### src/rtl/idiv_seq.sv
// Sequential radix-2 restoring divider, one quotient bit per clock, start/done handshake.
// Optional build macro IDIV_SIGNED_EN: two's-complement operands (magnitude divide + sign fix).
module idiv_seq #(
  parameter int SIZE = 16
) (
  input  logic            Clock,
  input  logic            Reset,
  input  logic            iStart,
  input  logic [SIZE-1:0] iDividend,
  input  logic [SIZE-1:0] iDivisor,
  output logic [SIZE-1:0] oQuotient,
  output logic [SIZE-1:0] oRemainder,
  output logic            oBusy,
  output logic            oDone,
  output logic            oDivByZero
);

  localparam int CW = $clog2(SIZE);

  typedef enum logic [1:0] {
    IDLE = 2'd0,
    RUN  = 2'd1,
    DONE = 2'd2
  } state_t;

  state_t          state_r;
  logic [SIZE-1:0] acc_r;
  logic [SIZE-1:0] shreg_r;
  logic [SIZE-1:0] divisor_r;
  logic [CW-1:0]   cnt_r;
  logic [SIZE-1:0] quotient_r;
  logic [SIZE-1:0] remainder_r;
  logic            busy_r;
  logic            done_r;
  logic            div0_r;
  logic            dz_pend_r;

  logic [SIZE-1:0] dvd_mag_s;
  logic [SIZE-1:0] dvs_mag_s;
  logic            div0_s;
  logic [SIZE-1:0] trial_s;
  logic            qbit_s;
  logic [SIZE-1:0] acc_next_s;
  logic [SIZE-1:0] q_next_s;
  logic [SIZE-1:0] q_fin_s;
  logic [SIZE-1:0] r_fin_s;

`ifdef IDIV_SIGNED_EN
  logic dvd_neg_s;
  logic dvs_neg_s;
  logic neg_q_r;
  logic neg_r_r;
`endif

  // Operand preparation: magnitudes to feed the unsigned core
  always_comb begin
`ifdef IDIV_SIGNED_EN
    dvd_neg_s = iDividend[SIZE-1];
    dvs_neg_s = iDivisor[SIZE-1];
    if (dvd_neg_s) begin
      dvd_mag_s = ~iDividend + SIZE'(1);
    end else begin
      dvd_mag_s = iDividend;
    end
    if (dvs_neg_s) begin
      dvs_mag_s = ~iDivisor + SIZE'(1);
    end else begin
      dvs_mag_s = iDivisor;
    end
`else
    dvd_mag_s = iDividend;
    dvs_mag_s = iDivisor;
`endif
    div0_s = (iDivisor == {SIZE{1'b0}});
  end

  // One restoring step. acc < divisor, so when acc's MSB is set the full
  // SIZE+1-bit trial exceeds the divisor and the modular SIZE-bit difference is exact.
  always_comb begin
    trial_s = {acc_r[SIZE-2:0], shreg_r[SIZE-1]};
    qbit_s  = acc_r[SIZE-1] || (trial_s >= divisor_r);
    if (qbit_s) begin
      acc_next_s = trial_s - divisor_r;
    end else begin
      acc_next_s = trial_s;
    end
    q_next_s = {shreg_r[SIZE-2:0], qbit_s};
  end

  // Sign correction applied on the result edge
  always_comb begin
`ifdef IDIV_SIGNED_EN
    if (neg_q_r) begin
      q_fin_s = ~q_next_s + SIZE'(1);
    end else begin
      q_fin_s = q_next_s;
    end
    if (neg_r_r) begin
      r_fin_s = ~acc_next_s + SIZE'(1);
    end else begin
      r_fin_s = acc_next_s;
    end
`else
    q_fin_s = q_next_s;
    r_fin_s = acc_next_s;
`endif
  end

  // Control FSM and datapath registers
  always_ff @(posedge Clock or negedge Reset) begin
    if (!Reset) begin
      state_r     <= IDLE;
      acc_r       <= {SIZE{1'b0}};
      shreg_r     <= {SIZE{1'b0}};
      divisor_r   <= {SIZE{1'b0}};
      cnt_r       <= {CW{1'b0}};
      quotient_r  <= {SIZE{1'b0}};
      remainder_r <= {SIZE{1'b0}};
      busy_r      <= 1'b0;
      done_r      <= 1'b0;
      div0_r      <= 1'b0;
      dz_pend_r   <= 1'b0;
`ifdef IDIV_SIGNED_EN
      neg_q_r     <= 1'b0;
      neg_r_r     <= 1'b0;
`endif
    end else begin
      case (state_r)
        IDLE, DONE: begin
          done_r <= 1'b0;
          // A zero divisor spends one cycle in IDLE so its result lands one edge after accept
          if (dz_pend_r) begin
            dz_pend_r   <= 1'b0;
            quotient_r  <= {SIZE{1'b1}};
            remainder_r <= shreg_r;
            div0_r      <= 1'b1;
            done_r      <= 1'b1;
            state_r     <= DONE;
          end else if (iStart) begin
            div0_r    <= 1'b0;
            divisor_r <= dvs_mag_s;
            acc_r     <= {SIZE{1'b0}};
            cnt_r     <= CW'(SIZE - 1);
            if (div0_s) begin
              shreg_r   <= iDividend;
              dz_pend_r <= 1'b1;
              state_r   <= IDLE;
            end else begin
              shreg_r <= dvd_mag_s;
              busy_r  <= 1'b1;
              state_r <= RUN;
`ifdef IDIV_SIGNED_EN
              neg_q_r <= dvd_neg_s ^ dvs_neg_s;
              neg_r_r <= dvd_neg_s;
`endif
            end
          end else begin
            state_r <= IDLE;
          end
        end
        RUN: begin
          acc_r   <= acc_next_s;
          shreg_r <= q_next_s;
          cnt_r   <= cnt_r - CW'(1);
          if (cnt_r == {CW{1'b0}}) begin
            quotient_r  <= q_fin_s;
            remainder_r <= r_fin_s;
            busy_r      <= 1'b0;
            done_r      <= 1'b1;
            state_r     <= DONE;
          end else begin
            state_r <= RUN;
          end
        end
        default: begin
          busy_r    <= 1'b0;
          done_r    <= 1'b0;
          dz_pend_r <= 1'b0;
          state_r   <= IDLE;
        end
      endcase
    end
  end

  assign oQuotient  = quotient_r;
  assign oRemainder = remainder_r;
  assign oBusy      = busy_r;
  assign oDone      = done_r;
  assign oDivByZero = div0_r;

endmodule

### config.mk
export PLATFORM = sky130hd
export DESIGN_NAME = idiv_seq
export DESIGN_NICKNAME = d
export VERILOG_FILES = /design/src/rtl/idiv_seq.sv
export SDC_FILE = /design/constraint.sdc
export NUM_CORES = 1
export LEC_CHECK = 0
export CAP_MARGIN = 10
export CORE_MARGIN = 5
export CORE_UTILIZATION = 61
export CTS_BUF_LIST = sky130_fd_sc_hd__clkbuf_4 sky130_fd_sc_hd__clkbuf_8
export DETAILED_ROUTE_END_ITERATION = 8
export PLACE_DENSITY = 0.95
export SLEW_MARGIN = 20
export SYNTH_ARGS = -nofsm -noshare
export SYNTH_HDL_FRONTEND = slang
export SYNTH_SLANG_ARGS = --single-unit
### constraint.sdc
create_clock -name Clock -period 5.76 [get_ports Clock]
set_input_delay 1.728 -clock Clock [delete_from_list [all_inputs] [get_ports Clock]]
set_output_delay 1.728 -clock Clock [all_outputs]
set_load 0.01 [all_outputs]
Word-level counts from Yosys, hierarchy flattened
Cells that the tools add are included.

Bits in registers: 90. Latch bits: 0. Memory bits (writable): 0. Memory bits (read-only): 0. Input bits: 35. Output and inout bits: 35. Logic and storage cells: 69. Memories kept: 0.

Add/sub/neg operators: 2. $mul: 0. Divide/modulo/power cells: 0. Order comparisons: 1. Equal/unequal tests: 7. Shift operators: 0. Muxes and demuxes: 35. Bitwise gates (word level): 1. Reductions and logical operators: 12.

Operators by type and width (count): $mux 16 (9); $pmux 16 s2 (4); $ge 16x16->1 (1); $logic_not 16->1 (1); $sub 16x16->16 (1); $mux 1 (12); $ne 2x2->1 const B (5); $reduce_and 3->1 (3); $mux 4 (2); $pmux 4 s2 (1); $mux 2 (3); $pmux 1 s2 (3); $logic_not 4->1 (1); $pmux 2 s2 (1); $reduce_and 4->1 (1); $reduce_bool 2->1 (2); $sub 4x1->4 const B (1); $eq 2x1->1 const B (1); $eq 2x2->1 const B (1); $logic_not 2->1 (1); $reduce_and 2->1 (1); $reduce_or 2->1 (1); $logic_or 1x1->1 (1); $not 1->1 (1).

Longest topological paths before layout
Depth in word-level cells: 5. Gate-level depth with buffers: 12. Depth with buffers taken out: 10.

Worst setup path before layout
No wires, ideal clock.

Kind: in2reg. From: input port iStart. To: register acc_r[15]. Setup time: 131 ps. Arrival time: 2676 ps. Slack: 2952 ps. Cell stages on the path: 5. Cell sequence: nand2b_1 nor2_1 nor2_1 a32o_1 or3_1.

Word-level cells in the longest chain between the ends: 2.

Ends and longest elaborated chain: from (decl) (RTL line 8) `input logic iStart,`; $ne 2x2->1 (no line); $reduce_and 3->1 (no line); to (signal assigned) (RTL line 113) `acc_r <= {SIZE{1'b0}};`; to (signal assigned) (RTL line 142) `acc_r <= {SIZE{1'b0}};`; to (signal assigned) (RTL line 162) `acc_r <= acc_next_s;`; to (decl) (RTL line 27) `logic [SIZE-1:0] acc_r;`.

Every way passes these cells. A chain may end at the register's enable or synchronous reset.

Worst setup path after layout
Ends and elaborated chain as after synthesis.

==> impl_metrics.env <==
export IMPL_status="complete, no violations"
export IMPL_cts_resized=0
export IMPL_clockBufferDepth=2
export IMPL_fmax_mhz=301
export IMPL_drive_above_1_share=0.0657
export IMPL_clock_latency_ns=0.37
export IMPL_final_antenna_net_count=0
export IMPL_vias=4335
export IMPL_core_area_um2=7730
export IMPL_r2r_end="oRemainder[11]"
export IMPL_gp_congestion=0.879
export IMPL_cts_tree="yes"
export IMPL_post_cts_repair_setup_buffers=0
export IMPL_seq_power_share=0.293
export IMPL_setup_ws_ns=2.44
export IMPL_worstPathMaxFanout=52
export IMPL_hpwl_um=9180
export IMPL_multiInputGateArea_um2=2350
export IMPL_switching_share=0.468
export IMPL_finClkSkew_ns=0.0155
export IMPL_pwr_share_comb=0.607
export IMPL_p_leak_nw=2.63
export IMPL_io_pins=70
export IMPL_wl_per_cell_um=18.3
export IMPL_initial_utilization=0.627
export IMPL_cap_viol_max_count=0
export IMPL_seqCellArea_um2=2250
export IMPL_cts_buffers=9
export IMPL_cp_data_required_time_ns=6.02
export IMPL_synthDistinctLibCells=57
export IMPL_rows=32
export IMPL_seq_area_frac_synth=0.465
export IMPL_cts_hold_buffers=0
export IMPL_grt_pass1_vias=4421
export IMPL_slew_violations=0
export IMPL_die_y_um=99.1
export IMPL_htreeDepth=3
export IMPL_reg2reg_depth=7
export IMPL_vias_per_cell=6.10
export IMPL_utilization=0.742
export IMPL_grt_pass1_wl_um=21600
export IMPL_synth_cells=555
export IMPL_fin_nets=657
export IMPL_total_power_mw=4.02
export IMPL_syn_nets=608
export IMPL_first_pass_iters=5
export IMPL_wl_um=13000
export IMPL_worstMarginPinSlew_ns=0.811
export IMPL_area_growth_pct=18.2
export IMPL_min_to="oDivByZero"
export IMPL_preCtsSetupSlack_ns=2.06
export IMPL_r2r_setup_slack_ns=2.82
export IMPL_grt_overflow_total=0
export IMPL_diodes=0
export IMPL_antenna_found_initial=0
export IMPL_clkTransAtPathRegs_ns=0.10
export IMPL_clockPowerShare=0.101
export IMPL_intPower_mw=2.14
export IMPL_hold_start="oDivByZero"
export IMPL_whs_path_depth=2
export IMPL_drt_initial_drc_count=429
export IMPL_tns_ns=0
export IMPL_cts_root_buffer="clkbuf_8"
export IMPL_hold_path_class="reg -> reg"
export IMPL_ys_warnings_count=0
export IMPL_finalSetupViolations=0
export IMPL_fin_crit_ns=3.32
export IMPL_hold_viol=0
export IMPL_grt_max_degree=91
export IMPL_startpoint_type="input port"
export IMPL_synth_edf_count=0
export IMPL_timing_final_crit_share=0.577
export IMPL_crit_path_end_kind="flip-flop"
export IMPL_p_sw_mw=1.88
export IMPL_post_route_drc_count=0
export IMPL_async_flop_share=1.00
export IMPL_ys_flop_type="dfrtp_1"
export IMPL_max_slew_margin=0.460
export IMPL_syn_area_um2=4850
export IMPL_critPathKind="in -> reg"
export IMPL_die_w_um=99.1
export IMPL_max_vdd_ir_drop_mv=0.319
export IMPL_p_per_area_nw_per_um2=701
export IMPL_clock_sinks=90
export IMPL_die_area_um2=9830
export IMPL_r2r_start="acc_r[12]"
export IMPL_grt_util_all_layers=0.275
export IMPL_rsz0062_at_grt="no"
export IMPL_io_buffer_count=69
export IMPL_ys_ff_latch=90
export IMPL_synth_area_per_cell_um2=8.73
export IMPL_nFillCells=539
export IMPL_arrival_ns=3.59
## cell usage after synthesis, types with 8 or more instances
library cell  count  area share
a31oi_1          21       0.027
nor3_1            8      0.0083
clkbuf_1         23       0.018
a21o_1           11       0.017
a21oi_1          24       0.025
mux2i_1          12       0.025
nand2_1         103       0.080
dfrtp_1          90        0.46
nor2_1           40       0.031
o21ai_0          61       0.063
ha_1             17       0.044
inv_1            23       0.018
nand3_1          16       0.017
## worst max-delay path, cell delays in order
cell and delay [ns]:
clkdlybuf4s50_1 0.48, nand2b_1 0.10, nor2_2 0.09, buf_4 0.42, nor2_1 0.21, a32o_1 0.25, or3_1 0.30
## sequential cells by signal (all words and copies together), names as in the netlist
register and flops:
acc_r 16, cnt_r 4, divisor_r 16, dz_pend_r 1, oBusy 1, oDivByZero 1
oDone 1, oQuotient 16, oRemainder 16, shreg_r 16, state_r 2
## final cells by class
class                           instances  share of cell area
Inverter                               24              0.0157
Timing Repair Buffer                   75               0.129
Sequential cell                        90               0.393
Multi-Input combinational cell        404               0.409
Clock inverter                          6             0.00699
Tap cell                              102              0.0223
Clock buffer                           10              0.0240
## kinds of logic (layout without fill, tap and decap cells)
family                     count (synthesis)  after routing  share of synthesized area
and+or+nand+nor                          211            211                      0.196
DFF                                       90             90                      0.465
xor gates and xnor gates                   7              7                     0.0126
buffers and inverters                     61            115                     0.0537
AOI/OAI and AO/OA                        156            156                      0.200
adders and majority gates                 18             18                     0.0480
muxes                                     12             12                     0.0248
## layout by cell type (no fill, tap or decap), types with 12 or more instances in the layout
cell / netlist / layout
mux2i_1: 12 / 12
o21ai_0: 61 / 61
nand3_1: 16 / 16
a31oi_1: 21 / 21
nor2_1: 40 / 39
inv_1: 23 / 23
ha_1: 17 / 17
dfrtp_1: 90 / 90
a21oi_1: 24 / 24
clkdlybuf4s50_1: 0 / 68
nand2_1: 103 / 103
## power by group through the flow
stage                     sequential [mW]  combinational [mW]  clock, mW
final                                1.18                2.44      0.404
after global routing                 1.20                2.67      0.433
after CTS                            1.17                2.40      0.409
after detailed placement             1.17                2.38          0
after global placement               1.16                2.30          0
after floorplan                      1.16                1.69          0
## metal layers
| metal | wire [µm] | track usage |
|---|---|---|
| met4 | 201 | 0.0966 |
| met2 | 6330 | 0.448 |
| met3 | 1030 | 0.0561 |
| met5 | 0 | 0 |
| met1 | 5470 | 0.368 |
## worst max-delay path by stage
stage / slack (ns) / cells past startpoint / end / start
detailed placement: 2.06 / 7 / acc_r[15] / iStart
global placement: 2.15 / 7 / acc_r[15] / iStart
floorplan: 2.95 / 5 / acc_r[15] / iStart
CTS: 2.45 / 7 / acc_r[15] / iStart
finish: 2.44 / 7 / acc_r[15] / iStart
global route: 2.33 / 7 / acc_r[15] / iStart
## through the flow
stage / cells / instance area (µm²) / hold WS, ns
2_1_floorplan: 555 / 4850 / 0.446
4_1_cts: 711 / 5720 / 0.501
6_report: 711 / 5730 / 0.494
3_5_place_dp: 695 / 5540 / 0.480
5_1_grt: 711 / 5730 / 0.517
3_3_place_gp: 695 / 5540 / 0.462
Power figures use the tool's default switching activity.
